[src/rtl/led_ctrl_pkg.sv]
// Shared encodings for the GPIO LED sequencer.
// Register map, display modes and CTRL field offsets.
package led_ctrl_pkg;

    typedef enum logic [1:0] {
        MODE_STATIC = 2'd0,
        MODE_BLINK  = 2'd1,
        MODE_CHASE  = 2'd2,
        MODE_PWM    = 2'd3
    } mode_e;

    localparam logic [1:0] ADDR_PATTERN = 2'd0;
    localparam logic [1:0] ADDR_CTRL    = 2'd1;
    localparam logic [1:0] ADDR_PERIOD  = 2'd2;
    localparam logic [1:0] ADDR_STATUS  = 2'd3;

    localparam int CTRL_MODE_LSB = 0;
    localparam int CTRL_MODE_W   = 2;
    localparam int CTRL_DUTY_LSB = 2;

    localparam logic PHASE_ON  = 1'b1;
    localparam logic PHASE_OFF = 1'b0;

endpackage

[src/rtl/led_prescaler.sv]
// Free-running tick generator for the LED sequencer.
// A period of 0 or 1 ticks on every clock.
module led_prescaler #(
    parameter int W = 16
) (
    input  logic         clk,
    input  logic         reset,
    input  logic         clear,
    input  logic [W-1:0] period,
    output logic         tick
);

    logic [W-1:0] cnt;
    logic [W-1:0] last;
    logic         hit;

    assign last = (period == '0) ? '0 : period - 1'b1;
    assign hit  = (cnt == last);
    assign tick = hit & ~clear;

    always_ff @(posedge clk or posedge reset) begin
        if (reset) begin
            cnt <= '0;
        end else if (clear || hit) begin
            cnt <= '0;
        end else begin
            cnt <= cnt + 1'b1;
        end
    end

endmodule

[src/rtl/led_ctrl.sv]
// Memory-mapped LED bank sequencer: static, blink, chase, PWM dim.
// PWM mode is built only when LED_PWM_EN is defined.
module led_ctrl
    import led_ctrl_pkg::*;
#(
    parameter int          NLED           = 8,
    parameter logic [15:0] DEFAULT_PERIOD = 16'd50000,
    parameter int          PWM_BITS       = 8
) (
    input  logic            clk,
    input  logic            reset,
    input  logic            load,
    input  logic [1:0]      addr,
    input  logic [15:0]     in,
    output logic [15:0]     out,
    output logic [NLED-1:0] led
);

    logic [15:0]         pattern;
    logic [15:0]         period;
    logic [PWM_BITS-1:0] duty;
    mode_e               mode;
    mode_e               mode_nx;
    logic                phase;
    logic                phase_nx;
    logic [NLED-1:0]     chase;
    logic [NLED-1:0]     chase_nx;
    logic [NLED-1:0]     led_nx;
    logic [NLED-1:0]     pat_led;
    logic [NLED:0]       status;
    logic                tick;
    logic                tick_ok;
    logic                wr_pat;
    logic                wr_ctrl;
    logic                wr_per;
    logic                any_wr;
    logic                mode_chg;
    logic                unused_pat_hi;

    assign wr_pat   = load && (addr == ADDR_PATTERN);
    assign wr_ctrl  = load && (addr == ADDR_CTRL);
    assign wr_per   = load && (addr == ADDR_PERIOD);
    assign any_wr   = load && (addr != ADDR_STATUS);
    assign mode_chg = wr_ctrl &&
        (in[CTRL_MODE_LSB +: CTRL_MODE_W] != mode);

    // A register write in the same cycle always beats the tick.
    assign tick_ok = tick & ~any_wr;

    assign pat_led       = pattern[NLED-1:0];
    assign unused_pat_hi = ^pattern;
    assign status        = {chase, phase};

    led_prescaler #(.W(16)) u_presc (
        .clk    (clk),
        .reset  (reset),
        .clear  (wr_per | mode_chg),
        .period (period),
        .tick   (tick)
    );

    always_ff @(posedge clk or posedge reset) begin
        if (reset) begin
            pattern <= '0;
            period  <= DEFAULT_PERIOD;
        end else begin
            if (wr_pat) pattern <= in;
            if (wr_per) period  <= in;
        end
    end

`ifdef LED_PWM_EN
    logic [PWM_BITS-1:0] pwm_cnt;

    always_ff @(posedge clk or posedge reset) begin
        if (reset) begin
            duty    <= '0;
            pwm_cnt <= '0;
        end else begin
            pwm_cnt <= pwm_cnt + 1'b1;
            if (wr_ctrl) duty <= in[CTRL_DUTY_LSB +: PWM_BITS];
        end
    end
`else
    assign duty = '0;
`endif

    always_ff @(posedge clk or posedge reset) begin
        if (reset) begin
            mode  <= MODE_STATIC;
            phase <= PHASE_ON;
            chase <= '0;
            led   <= '0;
        end else begin
            mode  <= mode_nx;
            phase <= phase_nx;
            chase <= chase_nx;
            led   <= led_nx;
        end
    end

    always_comb begin
        mode_nx  = mode;
        phase_nx = phase;
        chase_nx = chase;
        led_nx   = pat_led;
        if (wr_ctrl) begin
            mode_nx = mode_e'(in[CTRL_MODE_LSB +: CTRL_MODE_W]);
        end
        unique case (mode)
            MODE_BLINK: begin
                led_nx = (phase == PHASE_ON) ? pat_led : '0;
                if (tick_ok) phase_nx = ~phase;
            end
            MODE_CHASE: begin
                led_nx = chase;
                if (wr_pat) begin
                    chase_nx = in[NLED-1:0];
                end else if (tick_ok) begin
                    chase_nx = (chase << 1) | (chase >> (NLED - 1));
                end
            end
            MODE_PWM: begin
`ifdef LED_PWM_EN
                led_nx = (pwm_cnt < duty) ? pat_led : '0;
`else
                led_nx = pat_led;
`endif
            end
            default: begin
                led_nx = pat_led;
            end
        endcase
        if (mode_chg) begin
            phase_nx = PHASE_ON;
            chase_nx = pat_led;
        end
    end

    always_comb begin
        out = '0;
        case (addr)
            ADDR_PATTERN: out = 16'(pat_led);
            ADDR_CTRL: begin
                out[CTRL_MODE_LSB +: CTRL_MODE_W] = mode;
                out[CTRL_DUTY_LSB +: PWM_BITS]    = duty;
            end
            ADDR_PERIOD: out = period;
            default:     out = 16'(status);
        endcase
    end

endmodule

[config.mk]
export PLATFORM = sky130hd
export DESIGN_NAME = led_ctrl
export DESIGN_NICKNAME = d
export VERILOG_FILES = /design/src/rtl/led_ctrl_pkg.sv /design/src/rtl/led_prescaler.sv /design/src/rtl/led_ctrl.sv
export SDC_FILE = /design/constraint.sdc
export NUM_CORES = 1
export LEC_CHECK = 0
export CORE_ASPECT_RATIO = 0.9
export CORE_MARGIN = 1
export CORE_UTILIZATION = 50
export CTS_CLUSTER_DIAMETER = 30
export DETAILED_ROUTE_END_ITERATION = 10
export PLACE_DENSITY_LB_ADDON = 0.08
export SYNTH_ARGS = -nofsm -noshare
export SYNTH_HDL_FRONTEND = slang
export SYNTH_SLANG_ARGS = --single-unit
[constraint.sdc]
create_clock -name clk -period 4.1 [get_ports clk]
set_input_delay 0.615 -clock clk [delete_from_list [all_inputs] [get_ports clk]]
set_output_delay 0.615 -clock clk [all_outputs]
set_load 0.03 [all_outputs]
==> impl_metrics.toml, run 1 <==
[yosys]
syn_inst = 342
netlist_area_um2 = 3590
postSynthAreaPerCell_um2 = 10.5
syn-num-nets = 367
synthDistinctLibCells = 56
ys_seq_area_share_pct = 41.4
yosys_warnings = 0
ys_ff_latch = 59
async_flop_share_pct = 100
synth-edff-count = 0
synth_top_flop_cell = "dfrtp_1"

[hold_path]
hp-class = "register to register"
hold_start = "chase[0]"

[power_and_ir_drop]
internal_power_w = 0.00152
p_sw_w = 0.000758
combPwrFrac_pct = 33.2
peakVddDrop_mv = 0.301
leakagePower_nw = 1.84
switching_share_pct = 33.3
p_seq_share_pct = 39.1
clock_power_share_pct = 27.8
powerDensity_nw_per_um2 = 524

[setup_path]
cp-start-kind = "register"
path_class = "register to register"
rr_startpoint = "period[0]"
end_kind = "register"
cp.required_ns = 4.32
r2r_end = "chase[3]"
cp_max_fo = 8
crit_path_end = "chase[3]"
cp.arrival_ns = 3.56
r2r_slack_ns = 0.77
reg2reg_depth = 11
cp-startpoint = "period[0]"

[timing]
skew_ns = 0.00765
rsz0062_at_grt = "no"
clock.fmax_ghz = 0.300
tns_ns = 0
tightest_slew_ns = 0.810
hold_violations = 0
setup_ws_ns = 0.768
period_share_pct = 81.3
slew_violations = 0
finalSetupViolCount = 0
slew-limit-headroom_pct = 45.9
period_minus_slack_ns = 3.33

[clock_tree]
clk_latency_ns = 0.34
cts_root_buf = "clkbuf_8"
clock-sinks = 59
cts_made_buffers = 9
clockBufferDepth = 2
ctsHoldBuffers = 0
cts_tree = "built"
cts_resized = 0
cts_setup_buffers = 0
htree_levels = 3
clkTransAtPathRegs_ns = 0.07

[final_layout]
seqCellArea_um2 = 1490
area_growth_pct = 21.0
diodes = 0
n_fill_cell = 549
nNetsFinal = 411
layout-drive-gt1-share_pct = 21.3
multi_input_area_um2 = 2000

[detailed_routing]
drtPass1Iterations = 4
wirelength_um = 7890
first_iter_violations = 127
num_vias = 2699
ant_nets = 0
drc = 0
vias_per_cell = 5.62
wl_per_cell_um = 16.4

[floorplan]
ioPinCount = 45
start_util_pct = 53.1
row_count = 28
die_h_um = 82.4
core_um2 = 6760
die_w_um = 91.3
die-area_um2 = 7520

[placed_design]
dpl.hpwl_um = 5720
post-place-ws_ns = 0.766
gp_routability_congestion = 0.860
port_buffers = 44

[run_status]
status = "finished clean"

[grt]
grt_pass1_vias = 2635
grt.total_usage_pct = 23.5
antenna_found_initial = 0
grt_max_degree = 40
grt_pass1_wl_um = 13500
grt.overflow.total = 0

[job]
drv_cap = 0
-- synthesized netlist by cell type (all sizes together), types with 2 or more instances --
cell type	count	area (um^2)
a21oi	5	25.0
a22o	15	131
and2	7	43.8
and3	5	31.3
buf	4	21.3
clkbuf	12	45.0
dfrtp	52	1300
dfstp	7	184
ha	4	50.1
inv	9	33.8
mux2	41	492
mux2i	10	100
mux4	2	45.0
nand2	27	104
nand3	13	70.1
nand3b	2	15.0
nand4	3	25.0
nand4b	2	17.5
nor2	35	131
nor2b	4	25.0
nor3	11	82.6
nor4b	2	17.5
o21ai	13	76.3
or3	2	17.5
xnor2	21	184
xor2	15	131
-- cell type report --
| type | count | area share (%) |
|---|---|---|
| flip-flops and latches | 59 | 34.2 |
| repair buffers | 49 | 11.0 |
| well taps | 90 | 2.59 |
| clock inverters | 5 | 2.36 |
| inverters | 9 | 0.778 |
| multi-input cells | 258 | 46.1 |
| clock buffers | 10 | 2.94 |
-- worst min-delay path by stage --
| stage | to | slack (ns) | depth (start not counted) |
|---|---|---|---|
| after floorplan | led[1] | 0.50 | 1 |
| after global placement | led[2] | 0.54 | 1 |
| after detailed placement | led[5] | 0.54 | 1 |
| after CTS | led[2] | 0.56 | 1 |
| after global routing | led[0] | 0.58 | 1 |
| final | led[0] | 0.56 | 1 |
-- layer usage --
layer | GRT usage [%] | up-vias | wire length [um]
li1 | - | 1304 | -
met1 | 34.5 | 1330 | 3940
met2 | 34.8 | 61 | 3580
met3 | 4.40 | 4 | 337
met4 | 8.25 | 0 | 40
met5 | 0 | - | 0
-- stage by stage --
stage          hold WS, ns  cell area, um^2  util (%)  power [W]  instances
6_report             0.559             4340      64.2    0.00227        480
5_1_grt              0.583             4340      64.2    0.00240        480
4_1_cts              0.560             4340      64.2    0.00229        480
3_5_place_dp         0.540             4110      60.8    0.00165        465
3_3_place_gp         0.543             4110      60.8    0.00163        465
2_1_floorplan        0.504             3590         -    0.00140        342
-- critical path, stage by stage, from the launching register on --
cell	delay (ns)
dfrtp_1	0.46
inv_1	0.13
ha_1	0.19
nor3b_4	0.32
nand3_2	0.17
or2_1	0.38
o31ai_2	0.21
a31oi_1	0.06
nor3_1	0.27
nand4_2	0.25
o21ai_4	0.44
mux2_4	0.34
-- layout by cell type, fill, tap and decap left out, types with 7 or more instances in the layout --
cell type | netlist | final
xnor2_1 | 21 | 21
clkdlybuf4s50_1 | 0 | 44
nor2_1 | 35 | 35
xor2_1 | 15 | 15
clkbuf_8 | 0 | 9
mux2_4 | 8 | 8
nand3_1 | 12 | 12
dfstp_2 | 7 | 7
nand2_1 | 26 | 26
mux2i_1 | 10 | 10
inv_1 | 9 | 8
and2_1 | 7 | 7
dfrtp_1 | 52 | 52
nor3_1 | 8 | 8
o21ai_0 | 11 | 11
a22o_1 | 15 | 15
mux2_2 | 33 | 33
-- registers in the layout, summed over array words and instances, names as in the netlist --
register	flops
period	16
u_presc.cnt	16
chase	8
led	8
pattern	8
mode	2
phase	1
-- logic make-up (layout without fill, tap and decap cells) --
| group | count (synthesis) | in the layout | share of synthesized area, % |
|---|---|---|---|
| multiplexers | 53 | 53 | 17.7 |
| AND/OR/NAND/NOR | 117 | 117 | 17.7 |
| AO/OA/AOI/OAI | 48 | 48 | 10.2 |
| adder cells (fa/ha/maj) | 4 | 4 | 1.39 |
| buffers and inverters | 25 | 73 | 2.79 |
| XOR/XNOR | 36 | 36 | 8.79 |
| flip-flops | 59 | 59 | 41.4 |
-- power by group through the flow --
stage / combinational, W / sequential (W) / clock [W]
floorplan: 0.000504 / 0.000898 / 0
global placement: 0.000740 / 0.000891 / 0
detailed placement: 0.000754 / 0.000896 / 0
CTS: 0.000759 / 0.000887 / 0.000647
global route: 0.000821 / 0.000913 / 0.000668
finish: 0.000754 / 0.000889 / 0.000631
(Power assumes the default switching activity.)
==> inputs of run 2 (changes only) <==
- clock period: 4.1 -> 3.5 ns (I/O delays scaled with it)
==> impl_metrics.toml, run 2 (synthesis results as in run 1) <==
[run_status]
status = "finished clean"

[clock_tree]
clkTransAtPathRegs_ns = 0.07
cts_resized = 0
ctsHoldBuffers = 0
clock-sinks = 59
cts_root_buf = "clkbuf_8"
cts_setup_buffers = 0
cts_tree = "built"
htree_levels = 3
cts_made_buffers = 9
clockBufferDepth = 2
clk_latency_ns = 0.34

[detailed_routing]
wirelength_um = 8060
drc = 0
drtPass1Iterations = 4
vias_per_cell = 5.56
ant_nets = 0
wl_per_cell_um = 16.7
num_vias = 2685
first_iter_violations = 144

[setup_path]
end_kind = "register"
cp_max_fo = 8
cp.arrival_ns = 3.42
cp-start-kind = "register"
path_class = "register to register"
cp.required_ns = 3.72

[power_and_ir_drop]
clock_power_share_pct = 25.0
p_total_w = 0.00258
powerDensity_nw_per_um2 = 593
leakagePower_nw = 1.85
p_seq_share_pct = 40.4
switching_share_pct = 34.4
p_sw_w = 0.000888
peakVddDrop_mv = 0.353
combPwrFrac_pct = 34.6
internal_power_w = 0.00169

[floorplan]
row_count = 28
start_util_pct = 53.1
die_h_um = 82.4
die-area_um2 = 7520
die_w_um = 91.3
core_um2 = 6760
ioPinCount = 45

[timing]
hold_violations = 0
skew_ns = 0.00846
tightest_slew_ns = 0.750
finalSetupViolCount = 0
slew_violations = 0
tns_ns = 0
rsz0062_at_grt = "no"
period_minus_slack_ns = 3.20
clock.fmax_ghz = 0.313
period_share_pct = 91.4
slew-limit-headroom_pct = 49.9
setup_ws_ns = 0.300

[hold_path]
hp-class = "register to register"

[final_layout]
n_fill_cell = 540
diodes = 0
area_growth_pct = 21.4
reg_top3 = "period (16), u_presc.cnt (16)"
layout-drive-gt1-share_pct = 22.1
final_common_cell = "dfrtp_1"
final_area_um2 = 4360
final_cell_mix = "dfrtp_1 (52), clkdlybuf4s50_1 (44), nor2_1 (35)"
nNetsFinal = 415

[placed_design]
post-place-ws_ns = 0.251
port_buffers = 44
gp_routability_congestion = 0.831
dpl.hpwl_um = 5720
dpl_cell_area_um2 = 4140

[grt]
grt_pass1_wl_um = 13500
grt_max_degree = 60
grt.overflow.total = 0
antenna_found_initial = 0
grt_pass1_vias = 2626
grt.total_usage_pct = 24.1

[job]
drv_cap = 0
==> run 2: cell count changes in the layout (fill, tap and decap cells not counted) <==
cell,delta
clkbuf_1,-1
clkinvlp_4,-1
clkbuf_8,+3
bufinv_16,-2
buf_12,+1
buf_4,+3
==> run 2: area by class of cell <==
type / count / area, um^2 / share of cell area (%)
clock buffers: 12 / 165 / 3.79
clock inverters: 2 / 35.0 / 0.804
inverters: 9 / 33.8 / 0.776
multi-input cells: 258 / 2000 / 46.0
flip-flops and latches: 59 / 1490 / 34.1
well taps: 90 / 113 / 2.59
repair buffers: 53 / 520 / 12.0
==> run 2: worst paths after layout <==
path,slack [ns],endpoint,cells after the start,startpoint
worst min-delay path,0.56,led[2],1,pattern[2]
max in group asynchronous,2.31,period[7],3,reset
min in group asynchronous,0.70,u_presc.cnt[3],3,reset
worst max-delay path,0.30,chase[6],12,period[0]
worst max register to register,0.30,chase[6],12,period[0]
worst min register to register,0.56,led[2],1,pattern[2]
==> run 2: power groups by stage <==
stage / Combinational, W / Sequential, W / Clock [W]
after detailed placement: 0.000889 / 0.00105 / 0
final: 0.000893 / 0.00104 / 0.000646
after global placement: 0.000876 / 0.00105 / 0
after global routing: 0.000969 / 0.00107 / 0.000691
after CTS: 0.000893 / 0.00104 / 0.000655
after floorplan: 0.000590 / 0.00105 / 0
==> run 2: worst max-delay path: stages, from the launching register on <==
cell and delay (ns):
dfrtp_1 0.44, inv_1 0.12, ha_1 0.19, nor3b_4 0.31
nand3_2 0.15, or2_1 0.38, o31ai_2 0.22, a31oi_1 0.07
nor3_1 0.29, nand4_2 0.22, o21ai_4 0.23, buf_12 0.16
mux2_4 0.30
==> run 2: metrics by stage <==
step	utilization, %	hold WS [ns]	cells
global route	64.4	0.585	483
finish	64.4	0.556	483
detailed placement	61.2	0.537	468
global placement	61.2	0.539	468
CTS	64.1	0.557	482
floorplan	-	0.504	342
==> run 2: routing by layer <==
metal	up-vias	track usage [%]	share of wire, %
li1	1309	-	-
met1	1306	34.1	52
met2	62	36.1	43
met3	8	7.51	4.3
met4	0	5.71	0.83
met5	-	0	0
==> inputs of run 3 (changes only) <==
- MAX_ROUTING_LAYER: default -> met4
==> impl_metrics.toml, run 3 (synthesis results as in run 1) <==
[run_status]
status = "finished clean"

[setup_path]
cp-start-kind = "register"
end_kind = "register"
reg2reg_depth = 12
cp_cell_sequence = "inv_1 -> ha_1 -> nor3b_4 -> nand3_2 -> or2_1 -> o31ai_2 -> a31oi_1 -> nor3_1 -> nand4_2 -> o21ai_4 -> buf_12 -> mux2_4"
path_buf_inv = 2
crit_family = "simple AND/OR/NAND/NOR gates"
max_stage_delay_ns = 0.44
r2r_slack_ns = 0.32
cp.arrival_ns = 3.40
cp.depth = 12
path_class = "register to register"
cp_max_fo = 8
rr_startpoint = "period[0]"
crit_path_top_delay_cell = "dfrtp_1"
crit_path_end = "chase[6]"
cp-startpoint = "period[0]"
r2r_end = "chase[6]"
cp.required_ns = 3.72

[grt]
grt.overflow.total = 0
grt.total_usage_pct = 24.8
grt_max_degree = 60
grt_pass1_wl_um = 13500
grt_pass1_vias = 2632
antenna_found_initial = 0

[clock_tree]
clkTransAtPathRegs_ns = 0.06
cts_made_buffers = 9
cts_root_buf = "clkbuf_8"
clockBufferDepth = 2
clock-sinks = 59
ctsHoldBuffers = 0
htree_levels = 3
cts_tree = "built"
clk_latency_ns = 0.35
cts_resized = 0

[final_layout]
final_common_cell = "dfrtp_1"
n_fill_cell = 540
layout-drive-gt1-share_pct = 22.1
reg_top3 = "period (16), u_presc.cnt (16)"
diodes = 0
area_growth_pct = 21.4
fin_cells = 483
nNetsFinal = 415
final_cell_mix = "dfrtp_1 (52), clkdlybuf4s50_1 (44), nor2_1 (35)"

[detailed_routing]
vias_per_cell = 5.59
wirelength_um = 8000
wl_per_cell_um = 16.6
ant_nets = 0
num_vias = 2701
drtPass1Iterations = 5
first_iter_violations = 159
drc = 0

[power_and_ir_drop]
peakVddDrop_mv = 0.353
powerDensity_nw_per_um2 = 593
p_total_w = 0.00258
leakagePower_nw = 1.85

[placed_design]
dp.cells = 468
gp_routability_congestion = 0.844
dpl.hpwl_um = 5720
port_buffers = 44

[timing]
rsz0062_at_grt = "no"
finalSetupViolCount = 0
tns_ns = 0
clock.fmax_ghz = 0.315
period_minus_slack_ns = 3.18
slew_violations = 0
hold_violations = 0
slew-limit-headroom_pct = 50.1
tightest_slew_ns = 0.746
skew_ns = 0.0104
period_share_pct = 90.8

[floorplan]
die_w_um = 91.3
core_um2 = 6760
die_h_um = 82.4
start_util_pct = 53.1
die-area_um2 = 7520
ioPinCount = 45
row_count = 28

[job]
drv_cap = 0

[hold_path]
hp-class = "register to register"
run 3: cell counts in the layout (fill, tap and decap cells not counted):
Identical to the previous run, type by type.
run 3: worst min path at each step:
| stage | start | end | cells after the start | slack [ns] |
|---|---|---|---|---|
| after floorplan | chase[1] | led[1] | 1 | 0.50 |
| after global placement | pattern[2] | led[2] | 1 | 0.54 |
| after detailed placement | pattern[2] | led[2] | 1 | 0.54 |
| after CTS | chase[0] | led[0] | 1 | 0.56 |
| after global routing | pattern[2] | led[2] | 1 | 0.58 |
| final | pattern[2] | led[2] | 1 | 0.55 |
run 3: per-stage QoR:
stage | cell area, um^2 | worst slack (ns) | util, % | hold slack [ns]
after global placement | 4140 | 0.400 | 61.2 | 0.539
after detailed placement | 4140 | 0.251 | 61.2 | 0.537
after floorplan | 3590 | 0.634 | - | 0.504
after global routing | 4360 | 0.0761 | 64.4 | 0.583
after CTS | 4340 | 0.228 | 64.1 | 0.557
final | 4360 | 0.321 | 64.4 | 0.552
run 3: final cells by class:
class | instances | area [um^2] | share of cell area, %
clock buffers | 12 | 165 | 3.79
clock inverters | 2 | 35.0 | 0.804
inverters | 9 | 33.8 | 0.776
multi-input cells | 258 | 2000 | 46.0
flip-flops and latches | 59 | 1490 | 34.1
well taps | 90 | 113 | 2.59
repair buffers | 53 | 520 | 12.0
run 3: layer usage:
metal	part of all wire [%]	global-route usage, %
met1	52	34.1
met2	42	36.2
met3	4.5	6.68
met4	1.5	7.14
met5	0	-
run 3: repair_timing:
action                     in CTS  in global routing
setup endpoints to repair       0                  8
hold endpoints to repair        0                  0
buffers inserted                0                  1
run 3: where the power goes:
part	internal [W]	total [W]	switching, W	leakage (nW)
registers	0.000845	0.00104	0.000198	0.730
logic	0.000471	0.000892	0.000421	1.02
clock network	0.000378	0.000645	0.000267	0.104
